--- src/rtl/div_sequencer.sv ---
`default_nettype none
// ============================================================================
//  Module   : div_sequencer
//  Purpose  : Front-end for the shared multi-cycle divider. Resolves the
//             RISC-V divide-by-zero and signed-overflow cases locally, reuses
//             the previous divider result via a one-entry operand cache, and
//             otherwise runs the divider under a watchdog. One response with
//             the destination tag is produced per accepted request.
//  Revision : 1.0  initial release
// ============================================================================
module div_sequencer #(
  parameter int XLEN    = 32,
  parameter int TAG_W   = 5,
  parameter int MAX_LAT = 64   // must be >= 2 and exceed divider latency
) (
  input  logic             clock,
  input  logic             reset,
  // request side
  input  logic             req_valid,
  output logic             req_ready,
  input  logic [1:0]       req_op,
  input  logic [XLEN-1:0]  req_a,
  input  logic [XLEN-1:0]  req_b,
  input  logic [TAG_W-1:0] req_tag,
  input  logic             flush,
  // response side
  output logic             resp_valid,
  input  logic             resp_ready,
  output logic [XLEN-1:0]  resp_data,
  output logic [TAG_W-1:0] resp_tag,
  output logic             resp_error,
  // divider side
  output logic [XLEN-1:0]  div_a,
  output logic [XLEN-1:0]  div_b,
  output logic             div_signed_a,
  output logic             div_signed_b,
  output logic             div_enable,
  input  logic [XLEN-1:0]  div_quotient,
  input  logic [XLEN-1:0]  div_remainder,
  input  logic             div_data_valid
);

  localparam int              CNT_W   = $clog2(MAX_LAT);
  localparam logic [XLEN-1:0] INT_MIN = {1'b1, {(XLEN-1){1'b0}}};

  typedef enum logic [1:0] {
    IDLE = 2'd0,
    BUSY = 2'd1,
    RESP = 2'd2
  } state_t;

  state_t state, state_next;

  // request bookkeeping
  logic             sel_rem;
  logic [CNT_W-1:0] wd_cnt;

  // one-entry operand cache
  logic             cache_valid;
  logic [XLEN-1:0]  cache_a;
  logic [XLEN-1:0]  cache_b;
  logic             cache_signed;
  logic [XLEN-1:0]  cache_q;
  logic [XLEN-1:0]  cache_r;

  // request decode
  logic             accept;
  logic             req_signed;
  logic             is_div0;
  logic             is_ovf;
  logic             cache_hit;
  logic             fast_path;
  logic [XLEN-1:0]  fast_q;
  logic [XLEN-1:0]  fast_r;
  logic [XLEN-1:0]  fast_result;
  logic             wd_expired;

  assign req_ready   = (state == IDLE) && !flush && !reset;
  assign accept      = req_valid && req_ready;
  assign req_signed  = ~req_op[0];
  assign is_div0     = (req_b == '0);
  assign is_ovf      = req_signed && (req_a == INT_MIN) && (req_b == '1);
  assign cache_hit   = cache_valid && (cache_a == req_a) && (cache_b == req_b)
                       && (cache_signed == req_signed);
  assign fast_path   = is_div0 || is_ovf || cache_hit;
  // Priority: divide-by-zero, then overflow, then cached result.
  assign fast_q      = is_div0 ? '1 : (is_ovf ? INT_MIN : cache_q);
  assign fast_r      = is_div0 ? req_a : (is_ovf ? '0 : cache_r);
  assign fast_result = req_op[1] ? fast_r : fast_q;
  assign wd_expired  = (wd_cnt == CNT_W'(MAX_LAT - 1));

  // State register.
  always_ff @(posedge clock) begin
    if (reset) begin
      state <= IDLE;
    end else begin
      state <= state_next;
    end
  end

  // Next-state logic; flush always returns to IDLE and wins over completion.
  always_comb begin
    state_next = state;
    case (state)
      IDLE: begin
        if (accept) begin
          state_next = fast_path ? RESP : BUSY;
        end
      end
      BUSY: begin
        if (flush) begin
          state_next = IDLE;
        end else if (div_data_valid || wd_expired) begin
          state_next = RESP;
        end
      end
      RESP: begin
        if (flush || resp_ready) begin
          state_next = IDLE;
        end
      end
      default: state_next = IDLE;
    endcase
  end

  // Datapath: divider drive, watchdog, cache and response registers.
  always_ff @(posedge clock) begin
    if (reset) begin
      sel_rem      <= 1'b0;
      wd_cnt       <= '0;
      cache_valid  <= 1'b0;
      cache_a      <= '0;
      cache_b      <= '0;
      cache_signed <= 1'b0;
      cache_q      <= '0;
      cache_r      <= '0;
      resp_valid   <= 1'b0;
      resp_data    <= '0;
      resp_tag     <= '0;
      resp_error   <= 1'b0;
      div_enable   <= 1'b0;
      div_a        <= '0;
      div_b        <= '0;
      div_signed_a <= 1'b0;
      div_signed_b <= 1'b0;
    end else begin
      case (state)
        IDLE: begin
          if (accept) begin
            resp_tag <= req_tag;
            sel_rem  <= req_op[1];
            if (fast_path) begin
              // Corner cases and hits never touch the divider or cache.
              resp_data  <= fast_result;
              resp_error <= 1'b0;
              resp_valid <= 1'b1;
            end else begin
              div_a        <= req_a;
              div_b        <= req_b;
              div_signed_a <= req_signed;
              div_signed_b <= req_signed;
              div_enable   <= 1'b1;
              wd_cnt       <= '0;
            end
          end
        end
        BUSY: begin
          if (flush) begin
            div_enable  <= 1'b0;
            cache_valid <= 1'b0;
          end else if (div_data_valid) begin
            cache_valid  <= 1'b1;
            cache_a      <= div_a;
            cache_b      <= div_b;
            cache_signed <= div_signed_a;
            cache_q      <= div_quotient;
            cache_r      <= div_remainder;
            resp_data    <= sel_rem ? div_remainder : div_quotient;
            resp_error   <= 1'b0;
            resp_valid   <= 1'b1;
            div_enable   <= 1'b0;
          end else if (wd_expired) begin
            // Divider hung: report an error and distrust the cache.
            cache_valid <= 1'b0;
            resp_data   <= '0;
            resp_error  <= 1'b1;
            resp_valid  <= 1'b1;
            div_enable  <= 1'b0;
          end else begin
            wd_cnt <= wd_cnt + 1'b1;
          end
        end
        RESP: begin
          if (flush || resp_ready) begin
            resp_valid <= 1'b0;
          end
        end
        default: begin
          resp_valid <= 1'b0;
          div_enable <= 1'b0;
        end
      endcase
    end
  end

endmodule
`default_nettype wire

--- config.mk ---
export PLATFORM = sky130hd
export DESIGN_NAME = div_sequencer
export DESIGN_NICKNAME = d
export VERILOG_FILES = /design/src/rtl/div_sequencer.sv
export SDC_FILE = /design/constraint.sdc
export NUM_CORES = 1
export LEC_CHECK = 0
export ABC_CLOCK_PERIOD_IN_PS = 3410
export CORE_MARGIN = 3
export CORE_UTILIZATION = 51
export DETAILED_ROUTE_END_ITERATION = 7
export GPL_TIMING_DRIVEN = 0
export PLACE_DENSITY = 0.82
export SETUP_SLACK_MARGIN = 0.2
export SLEW_MARGIN = 10
export SYNTH_ARGS = -nofsm -noshare
export SYNTH_HDL_FRONTEND = slang
export SYNTH_SLANG_ARGS = --single-unit
export TNS_END_PERCENT = 20
--- constraint.sdc ---
create_clock -name clock -period 3.41 [get_ports clock]
set_clock_uncertainty 0.05 [all_clocks]
set_input_delay 0.341 -clock clock [delete_from_list [all_inputs] [get_ports clock]]
set_output_delay 0.341 -clock clock [all_outputs]
set_load 0.02 [all_outputs]
# Yosys cells after proc, flatten, opt, wreduce, memory -nomap -nowiden
# Cells that the tools add are included.
[op_classes]
n_eq_ne = 18
n_reduce_logical = 27
add_sub_neg = 1
muxes = 44
bitwise = 4
[ops]
columns = ["op", "n"]
rows = [
  ["two-way mux 32 bit", 11],
  ["== test 32 bit", 2],
  ["== test 32 bit (second input constant)", 2],
  ["case mux 32 bit (2 select lines)", 1],
  ["logical NOT 32 bit", 1],
  ["two-way mux 6 bit", 5],
  ["two-way mux 1 bit", 17],
  ["inequality test 2 bit (second input constant)", 7],
  ["case mux 6 bit (2 select lines)", 1],
  ["two-way mux 2 bit", 5],
  ["AND reduction 5 bit", 2],
  ["AND reduction 3 bit", 3],
  ["logical AND 1 bit", 8],
  ["adder 6 x 1 -> 6 bit (second input constant)", 1],
  ["== test 6 bit (second input constant)", 1],
  ["inequality test 3 bit (second input constant)", 2],
  ["case mux 1 bit (3 select lines)", 2],
  ["case mux 2 bit (3 select lines)", 1],
  ["AND reduction 6 bit", 1],
  ["logical OR 1 bit", 4],
  ["inequality test 4 bit (second input constant)", 1],
  ["NOT 1 bit", 4],
  ["AND reduction 2 bit", 2],
  ["AND reduction 4 bit", 1],
  ["8 further kinds", 9],
]
[totals]
regBits = 244
wordCells = 111
output_inout_bits = 107
in_bits = 141

# Depth between registers and ports, before layout
# Gate-level depths: netlist (run 1).
[logic_depth]
word_depth = 9
depth_mapped = 9
ltp_nobuf = 7

# Worst setup path before layout (run 1)
# Ideal clock, no wire load.
[synth_timing]
path_type = "flip-flop to flip-flop"
start = "reg state[1]"
end = "reg resp_data[0]"
path_slack_ns = 0.782
n_path_buf = 4
setup_time_ns = 0.120
path_stages_with_launch = 10
arrival_time_ns = 2.458
required_ns = 3.240
path_cell_list = "dfxtp_1 clkbuf_1 nor4_1 and2_1 clkbuf_1 nor2_1 a211o_1 buf_2 buf_6 mux2i_1"
[synth_via]
elab_chain_cells = 6
elab_cells_between_ends = 12
[synth_rtl]
columns = ["element", "line", "text"]
rows = [
  ["start: declaration", "52", "state_t state, state_next;"],
  ["start signal: assignment", "97", "state <= state_next;"],
  ["logical NOT 2 bit", "78", "assign req_ready = (state == IDLE) && !flush && !reset;"],
  ["logical AND 1 bit (2 in series)", "78", ""],
  ["named net req_ready", "20", "output logic req_ready,"],
  ["logical AND 1 bit", "79", "assign accept = req_valid && req_ready;"],
  ["inequality test 2 bit (no line)", "-", ""],
  ["AND reduction 5 bit (no line)", "-", ""],
  ["end signal: assignment", "154", "resp_data <= fast_result;"],
  ["end signal: assignment", "178", "resp_data <= sel_rem ? div_remainder : div_quotient;"],
  ["end: declaration", "29", "output logic [XLEN-1:0] resp_data,"],
]
# The timed path passes the listed nets, and every way through them passes these cells.
# A chain may end at the register's enable or synchronous reset.

# Worst setup path after layout (run 1)
[layout_timing]
start = "in req_a[0]"
end = "reg resp_data[19]"
[layout_via]
elab_chain_cells = 9
elab_cells_between_ends = 19
[layout_rtl]
columns = ["element", "line", "text"]
rows = [
  ["start: declaration", "22", "input logic [XLEN-1:0] req_a,"],
  ["== test 32 bit", "82", "assign is_ovf = req_signed && (req_a == INT_MIN) && (req_b == '1);"],
  ["logical AND 1 bit (2 in series)", "82", ""],
  ["two-way mux 32 bit, on equally long branches (2 in series)", "87, 88", ""],
  ["two-way mux 32 bit", "89", "assign fast_result = req_op[1] ? fast_r : fast_q;"],
  ["two-way mux 32 bit", "152", "if (fast_path) begin"],
  ["two-way mux 32 bit", "149", "if (accept) begin"],
  ["case mux 32 bit (2 select lines)", "147", "case (state)"],
]
# Parallel ways exist; a longest one is shown, timed or not. The select of a mux whose other input is x is not followed.

==> results of run 1 <==
flip-flops by register name, indices dropped and copies added, names as in the netlist, 2 cells and up:
| register | cells |
|---|---|
| cache_a | 32 |
| cache_b | 32 |
| cache_q | 32 |
| cache_r | 32 |
| div_a | 32 |
| div_b | 32 |
| resp_data | 32 |
| resp_tag | 5 |
| state | 2 |
| wd_cnt | 6 |
cell usage in the layout (no fill, tap or decap), types with 8 or more instances in the layout:
master           instances
nand4_1                 10
dfxtp_1                244
xor2_1                  45
clkbuf_16               27
o2111ai_1               32
nand2_1                397
mux2i_1                 32
nand3_1                 94
clkbuf_1               112
nor2_1                  13
clkdlybuf4s50_1        245
a21oi_1                208
nand2b_1                 8
buf_1                    8
mux2_2                  31
nor2b_1                 10
inv_1                   44
o211ai_1                32
nor4_1                  25
o21ai_0                 69
logic make-up (layout without fill, tap and decap cells):
kind of cell	Yosys count	after routing	share of synthesized area [%]
simple gates	585	585	22.2
compound gates	379	379	19.3
flops	244	244	42.7
buf+inv	170	459	5.85
mux	63	63	5.85
xor+xnor	52	52	3.98
fa+ha+maj	1	1	0.109
where the power goes:
group | leakage (nW) | internal, W | switching [W]
clock | 0.427 | 0.00174 | 0.00117
combinational | 2.68 | 0.000451 | 0.000659
sequential | 1.97 | 0.00293 | 0.0000549
total | 5.08 | 0.00513 | 0.00188
worst register-to-register path, delay by kind of cell, from the launching register on:
kind                   cells  cell delay [ps]
AO/OA/AOI/OAI              3              620
XOR/XNOR                   1              180
buffers and inverters      2              600
flip-flops                 1              320
AND/OR/NAND/NOR            3             1150
layout make-up:
| type | instances | area, um2 | area share, % |
|---|---|---|---|
| plain buffers | 126 | 505 | 3.34 |
| clock buffers | 34 | 742 | 4.90 |
| clock inverters | 9 | 123 | 0.809 |
| inverters | 44 | 165 | 1.09 |
| multi-input cells | 1080 | 5920 | 39.1 |
| flip-flops and latches | 244 | 4880 | 32.2 |
| well taps | 280 | 350 | 2.31 |
| repair buffers | 246 | 2460 | 16.2 |
routing by layer:
| layer | vias to the layer above | share of wire, % | global-route usage [%] |
|---|---|---|---|
| met5 | - | 0.035 | 0 |
| met4 | 2 | 5.8 | 17.5 |
| met3 | 165 | 11 | 7.41 |
| li1 | 5716 | - | - |
| met2 | 783 | 45 | 55.4 |
| met1 | 5744 | 38 | 42.0 |
path summary, 6_finish.rpt:
path / startpoint / endpoint / slack [ps] / cells after the start
min: req_tag[2] / resp_tag[2] / 310 / 3
max: req_a[0] / resp_data[19] / 230 / 9
min reg2reg: cache_r[12] / cache_r[12] / 410 / 2
max reg2reg: cache_b[5] / div_a[12] / 410 / 9
per-stage QoR:
stage / cell area, um2 / power (W)
floorplan: 11400 / 0.00359
global placement: 14300 / 0.00411
detailed placement: 14300 / 0.00412
CTS: 15100 / 0.00698
global route: 15100 / 0.00719
finish: 15100 / 0.00701
repair_timing:
action / in CTS / in global routing
pin swaps: 0 / 1
hold endpoints to repair: 0 / 0
endpoints found under the setup margin: 72 / 42
setup buffers: 0 / 1
gates resized for setup: 4 / 2
==> results.json, run 1 <==
{
  "final_cells": 2063,
  "drt_wl_total_mm": 43.2,
  "setup-tns-final_ps": 0,
  "synthCells": 1494,
  "grt_setup_unrepaired": "yes",
  "antenna_cells": 0,
  "htree_num_levels": 1,
  "yosysSeqAreaShare_pct": 42.7,
  "crit_chain": "clkdlybuf4s50_1, or4bb_1, nor4_2, nand4_1, nor2_1, clkbuf_1, o211ai_1, nand3_1, mux2i_1",
  "port_buffers": 245,
  "chipHeight_um": 156,
  "nNetsFinal": 1910,
  "place_ws_ps": -537,
  "fin_ws_ps": 230,
  "drc_errors": 0,
  "synth_common_cells": "397 x nand2_1, 244 x dfxtp_1, 208 x a21oi_1, 110 x clkbuf_1, 94 x nand3_1",
  "postLayoutCoreUtil_pct": 69.0,
  "hold_buffers": 0,
  "cts_inserted_buffers": 26,
  "grt_pass1_vias": 12100,
  "num_vias": 12400,
  "ys_types": 54,
  "netlist.area_leader.share_pct": 42.7,
  "grt_max_degree": 14,
  "row_count": 54,
  "hold_violations": 0,
  "dp.cells": 2019,
  "fmax_mhz": 314,
  "cp.arrival_ps": 3540,
  "n_fill_cell": 1821,
  "drt_pass1_iterations": 6,
  "wl_per_cell_um": 20.9,
  "grt-ovfl-total": 0,
  "core_area_um2": 22000,
  "synth_area_um2": 11400,
  "gp_congestion": 0.982,
  "max_stage_delay_ps": 610,
  "clk_latency_ps": 530,
  "clock_sinks": 244,
  "critPathTopFamily": "simple AND/OR/NAND/NOR gates",
  "synth-async-reset-ratio_pct": 0,
  "slew_headroom_pct": 42.2,
  "synth_flop_cell": "dfxtp_1",
  "cellPowerDensity_nw_per_um2": 463,
  "cts_tree": "yes",
  "ys_ff_latch": 244,
  "synth.avg_cell_area_um2": 7.66,
  "synth_nets": 1636,
  "cp.required_ps": 3770,
  "drv_cap": 0,
  "dp_hpwl_mm": 32.4,
  "path_class": "in -> reg",
  "holdWs_ps": 308,
  "synth_top_area_cell": "dfxtp_1",
  "die_area_um2": 24300,
  "endpoint_kind": "register",
  "setup_viol": 0,
  "start_kind": "input port",
  "drive_above_1_share_pct": 4.99,
  "grt_pass1_wl_mm": 65.4,
  "start_util_pct": 52.1,
  "worst_slew_pin_slew_ps": 866,
  "area_delta_synth_final_pct": 32.3,
  "min_path_type": "in -> reg",
  "status": "complete, no violations",
  "path_clk_slew_ps": 60,
  "peakVddDrop_mv": 0.321,
  "die_x_um": 156,
  "crit_buf_inv": 2,
  "cts_root_buffer": "clkbuf_16",
  "ys_top_cells_by_area": "dfxtp_1 43%, nand2_1 13%, a21oi_1 9.1%",
  "ys_warn_count": 0,
  "drt_iter0_markers": 1192,
  "slowest_stage": "or4bb_1",
  "cp_max_fo": 10,
  "ant_nets": 0,
  "yosysMostFrequentCell": "nand2_1",
  "drv_slew": 0,
  "synth-edff-count": 0,
  "vias_per_cell": 6.02,
  "io_pins": 248,
  "period_share_pct": 93.3,
  "antenna_found_initial": 1,
  "clk_path_buf_depth": 3,
  "leakage_nw": 5.08,
  "grtUsageTotal_pct": 33.9,
  "period_needed_ps": 3180
}
No activity file was read; power rests on OpenSTA's default activity.
==> run 2, diff against run 1 <==
--- a/config.mk
+++ b/config.mk
@@ -7,10 +7,12 @@
 export LEC_CHECK = 0
 export ABC_CLOCK_PERIOD_IN_PS = 3410
 export CORE_MARGIN = 3
-export CORE_UTILIZATION = 51
+export CORE_UTILIZATION = 40
 export DETAILED_ROUTE_END_ITERATION = 7
 export GPL_TIMING_DRIVEN = 0
-export PLACE_DENSITY = 0.82
+export HOLD_SLACK_MARGIN = 0.1
+export PLACE_DENSITY = 0.67
+export REMOVE_ABC_BUFFERS = 1
 export SETUP_SLACK_MARGIN = 0.2
 export SLEW_MARGIN = 10
 export SYNTH_ARGS = -nofsm -noshare
==> results.json, run 2 (synthesized netlist as in run 1, its figures left out) <==
{
  "status": "complete, no violations",
  "crit_cells": 9,
  "htree_num_levels": 1,
  "chipHeight_um": 175,
  "num_vias": 11700,
  "worst_slew_pin_slew_ps": 894,
  "slowest_stage": "clkdlybuf4s50_1",
  "setup-tns-final_ps": 0,
  "clock_sinks": 244,
  "area_delta_synth_final_pct": 35.4,
  "final_cell_mix": "396 x nand2_1, 244 x clkdlybuf4s50_1, 243 x dfxtp_1",
  "period_share_pct": 90.7,
  "cts_inserted_buffers": 28,
  "period_needed_ps": 3090,
  "dp_hpwl_mm": 27.2,
  "busiest_layer": "met2",
  "final-seq-area_um2": 4890,
  "cts_tree": "yes",
  "cp_max_fo": 20,
  "core_area_um2": 28000,
  "grtUsageTotal_pct": 25.7,
  "clk_latency_ps": 540,
  "row_count": 61,
  "critPathTopFamily": "simple AND/OR/NAND/NOR gates",
  "io_pins": 248,
  "final_common_cell": "nand2_1",
  "antenna_cells": 0,
  "start_kind": "input port",
  "clk_path_buf_depth": 3,
  "cellPowerDensity_nw_per_um2": 469,
  "path_clk_slew_ps": 60,
  "drt_iter0_markers": 910,
  "use_met2_pct": 41.0,
  "grt_pass1_vias": 11200,
  "min_delay_path_depth": 3,
  "holdWs_ps": 193,
  "crit_chain": "clkdlybuf4s50_1, xor2_1, nor4_1, nand4_1, nor4_4, a21oi_4, a211o_4, buf_12, a221oi_1",
  "vias_per_cell": 5.67,
  "gp_congestion": 0.802,
  "max_stage_delay_ps": 580,
  "min_path_type": "in -> reg",
  "drt_wl_total_mm": 41.6,
  "peakVddDrop_mv": 0.341,
  "ant_nets": 0,
  "grt-ovfl-total": 0,
  "slew_headroom_pct": 40.4,
  "dp.cells": 2011,
  "endpoint_kind": "register",
  "die_x_um": 175,
  "drv_slew": 0,
  "leakage_nw": 5.25,
  "cp.arrival_ps": 3490,
  "place_ws_ps": -1330,
  "cts_root_buffer": "clkbuf_16",
  "cp.required_ps": 3810,
  "path_class": "in -> reg",
  "use_met3_pct": 4.11,
  "final_cells": 2067,
  "antenna_found_initial": 0,
  "crit_buf_inv": 2,
  "fmax_mhz": 323,
  "grt_use_met1_pct": 35.2,
  "grt_max_degree": 132,
  "nNetsFinal": 1813,
  "reg2reg_depth": 8,
  "die_area_um2": 30700,
  "start_util_pct": 40.9,
  "grt_pass1_wl_mm": 63.9,
  "drt_pass1_iterations": 5,
  "port_buffers": 247,
  "drive_above_1_share_pct": 7.46,
  "drc_errors": 0,
  "fin_ws_ps": 319,
  "wl_per_cell_um": 20.1,
  "n_fill_cell": 2568,
  "hold_violations": 0,
  "multi_input_area_um2": 6060,
  "grt_setup_unrepaired": "no",
  "drv_cap": 0,
  "setup_viol": 0
}
[run 2: cell types whose count changed in the layout (fill, tap and decap cells not counted), moves of 5 or more]
| cell | delta |
|---|---|
| buf_1 | -8 |
| buf_12 | +9 |
| buf_16 | +9 |
| buf_4 | +5 |
| clkbuf_1 | -106 |
| nor4_1 | -5 |
[run 2: layout make-up]
cell class                 count  share of cell area, %
tap                          378                   3.05
clock inverter                 9                   1.02
multi-input combinational   1081                   39.1
inverter                      44                   1.07
clock buffer                  39                   5.18
sequential                   244                   31.5
timing repair buffer         272                   19.1
[run 2: timing repair]
item | CTS | global route
pin swaps | 2 | 5
cloned | 0 | 1
hold buffers | 0 | 0
setup endpoints to repair | 108 | 126
buffers inserted | 3 | 4
gates resized for setup | 8 | 7
[run 2: worst register-to-register path: cells and delay by family, from the launching register on]
kind	cells	cell delay, ps
AND/OR/NAND/NOR	3	1190
AO/OA/AOI/OAI	3	1000
flip-flops	1	320
XOR/XNOR	1	170
buffers and inverters	1	170
[run 2: through the flow]
stage	utilization, %	power, W	cell area (um2)
2_1_floorplan	-	0.00352	10900
3_3_place_gp	49.6	0.00410	13900
3_5_place_dp	51.4	0.00414	14400
4_1_cts	55.1	0.00731	15400
5_1_grt	55.4	0.00752	15500
6_report	55.4	0.00728	15500
[run 2: final timing paths]
check	end	startpoint	slack, ps
max	resp_data[31]	req_a[4]	320
min	sel_rem	req_op[1]	190
max reg2reg	resp_data[31]	cache_b[5]	430
min reg2reg	resp_tag[0]	resp_tag[0]	400
[run 2: layer usage]
| metal | share of wire [%] | vias to the layer above |
|---|---|---|
| met5 | 0 | - |
| met4 | 3.5 | 0 |
| met3 | 7.5 | 90 |
| met2 | 45 | 520 |
| met1 | 43 | 5581 |
| li1 | - | 5520 |
[run 2: report_power, final]
part / total [W] / switching (W) / internal, W
sequential: 0.00300 / 0.0000630 / 0.00293
combinational: 0.00110 / 0.000631 / 0.000471
clock: 0.00318 / 0.00124 / 0.00194
total: 0.00728 / 0.00194 / 0.00534
==> run 3, diff against run 2 <==
--- a/config.mk
+++ b/config.mk
@@ -12,6 +12,7 @@
 export GPL_TIMING_DRIVEN = 0
 export HOLD_SLACK_MARGIN = 0.1
 export PLACE_DENSITY = 0.67
+export RECOVER_POWER = 100
 export REMOVE_ABC_BUFFERS = 1
 export SETUP_SLACK_MARGIN = 0.2
 export SLEW_MARGIN = 10
==> constraint.sdc (replaced) <==
create_clock -name clock -period 3.41 [get_ports clock]
set_clock_uncertainty 0.05 [all_clocks]
set_input_delay 0.8525 -clock clock [delete_from_list [all_inputs] [get_ports clock]]
set_output_delay 0.8525 -clock clock [all_outputs]
set_load 0.02 [all_outputs]
==> results.json, run 3 (synthesized netlist as in run 1, its figures left out) <==
{
  "drt_iter0_markers": 1010,
  "start_kind": "input port",
  "setup_viol": 0,
  "hold_violations": 0,
  "status": "finished, violations left",
  "holdWs_ps": 399,
  "worst_slew_pin_slew_ps": 1510,
  "postLayoutCoreUtil_pct": 55.9,
  "pwr-share-comb_pct": 14.9,
  "die_x_um": 175,
  "port_buffers": 247,
  "failed_checks": "capacitance limit, slew limit",
  "p_int_w": 0.00531,
  "leakage_nw": 5.73,
  "row_count": 61,
  "reg2reg_depth": 6,
  "grt_setup_unrepaired": "yes",
  "final_cell_mix": "396 x nand2_1, 243 x dfxtp_1, 209 x a21oi_1",
  "drv_cap": 1,
  "dp.cells": 2011,
  "cts_tree": "yes",
  "path_clk_slew_ps": 60,
  "gp_congestion": 0.802,
  "cellPowerDensity_nw_per_um2": 463,
  "wl_per_cell_um": 20.4,
  "setup-tns-final_ps": 0,
  "period_share_pct": 96.5,
  "slew_headroom_pct": -1.04,
  "vias_per_cell": 5.67,
  "drv_slew": 77,
  "final_common_cell": "nand2_1",
  "clk_latency_ps": 540,
  "hold_buffers": 0,
  "ant_nets": 0,
  "drt_wl_total_mm": 42.5,
  "cp.required_ps": 3750,
  "peakVddDrop_mv": 0.341,
  "cp.arrival_ps": 3630,
  "path_class": "in -> reg",
  "clk_path_buf_depth": 3,
  "nNetsFinal": 1828,
  "final_cells": 2082,
  "core_area_um2": 28000,
  "drt_pass1_iterations": 5,
  "endpoint_kind": "register",
  "sequentialPowerShare_pct": 41.3,
  "min_delay_path_depth": 2,
  "grt-ovfl-total": 0,
  "grt_pass1_vias": 11400,
  "p_clk_share_pct": 43.8,
  "clock_sinks": 244,
  "antenna_cells": 0,
  "antenna_found_initial": 0,
  "die_area_um2": 30700,
  "min_path_type": "reg -> reg",
  "io_pins": 248,
  "cts_root_buffer": "clkbuf_16",
  "drive_above_1_share_pct": 8.74,
  "htree_num_levels": 1,
  "swShare_pct": 26.7,
  "grt_pass1_wl_mm": 65.4,
  "grt_max_degree": 132,
  "p_switching_w": 0.00194,
  "total_power_w": 0.00725,
  "dp_hpwl_mm": 27.2,
  "num_vias": 11800,
  "period_needed_ps": 3290,
  "cts_inserted_buffers": 28,
  "drc_errors": 0,
  "area_delta_synth_final_pct": 36.7,
  "start_util_pct": 40.9,
  "grtUsageTotal_pct": 26.4,
  "fmax_mhz": 304,
  "chipHeight_um": 175,
  "cp_max_fo": 25
}
-- run 3: worst max-delay path, cell delays in order --
cell           delay, ps
dlygate4sd2_1        340
or4_4                580
nor4_4               360
nand4_1              230
o21ai_4              220
clkbuf_1             150
a21oi_1              100
clkbuf_2             280
buf_4                300
nand3_1              130
a21oi_1               60
-- run 3: path summary, 6_finish.rpt --
| kind | from | end | slack [ps] |
|---|---|---|---|
| setup / recovery | req_a[4] | div_b[12] | 120 |
| setup reg to reg | state[0] | cache_q[12] | 170 |
| hold reg to reg | resp_tag[2] | resp_tag[2] | 400 |
| hold / removal | resp_tag[2] | resp_tag[2] | 400 |
-- run 3: what timing repair did --
item / CTS / global route
gates resized for setup: 44 / 17
gates cloned: 3 / 0
endpoints found under the setup margin: 109 / 169
buffers inserted: 16 / 4
pin swaps: 9 / 11
-- run 3: cell type report --
| type | count | area, um2 |
|---|---|---|
| timing repair buffer | 286 | 3030 |
| inverter | 44 | 165 |
| multi-input combinational | 1082 | 6140 |
| clock buffer | 39 | 803 |
| tap | 378 | 473 |
| clock inverter | 9 | 159 |
| fill | 2565 | 12400 |
| sequential | 244 | 4890 |
-- run 3: per-layer routing --
metal  global-route usage, %  vias up  share of wire (%)
met2                    42.3      525                 46
met5                       0        -                  0
met4                    9.57        0                3.2
met1                    35.9     5641                 43
li1                        -     5552                  -
met3                    4.58       92                7.9
-- run 3: metrics by stage --
step           worst slack (ps)  instance area, um2
4_1_cts                     176               15600
2_1_floorplan             -1850               10900
6_report                    120               15700
3_3_place_gp              -9760               13900
5_1_grt                    42.9               15700
3_5_place_dp              -1840               14400
-- run 3: power groups by stage --
stage	clock, W	sequential, W	combinational [W]
detailed placement	0	0.00306	0.00108
CTS	0.00322	0.00300	0.00109
global placement	0	0.00306	0.00104
global route	0.00333	0.00301	0.00115
finish	0.00318	0.00300	0.00108
floorplan	0	0.00311	0.000415
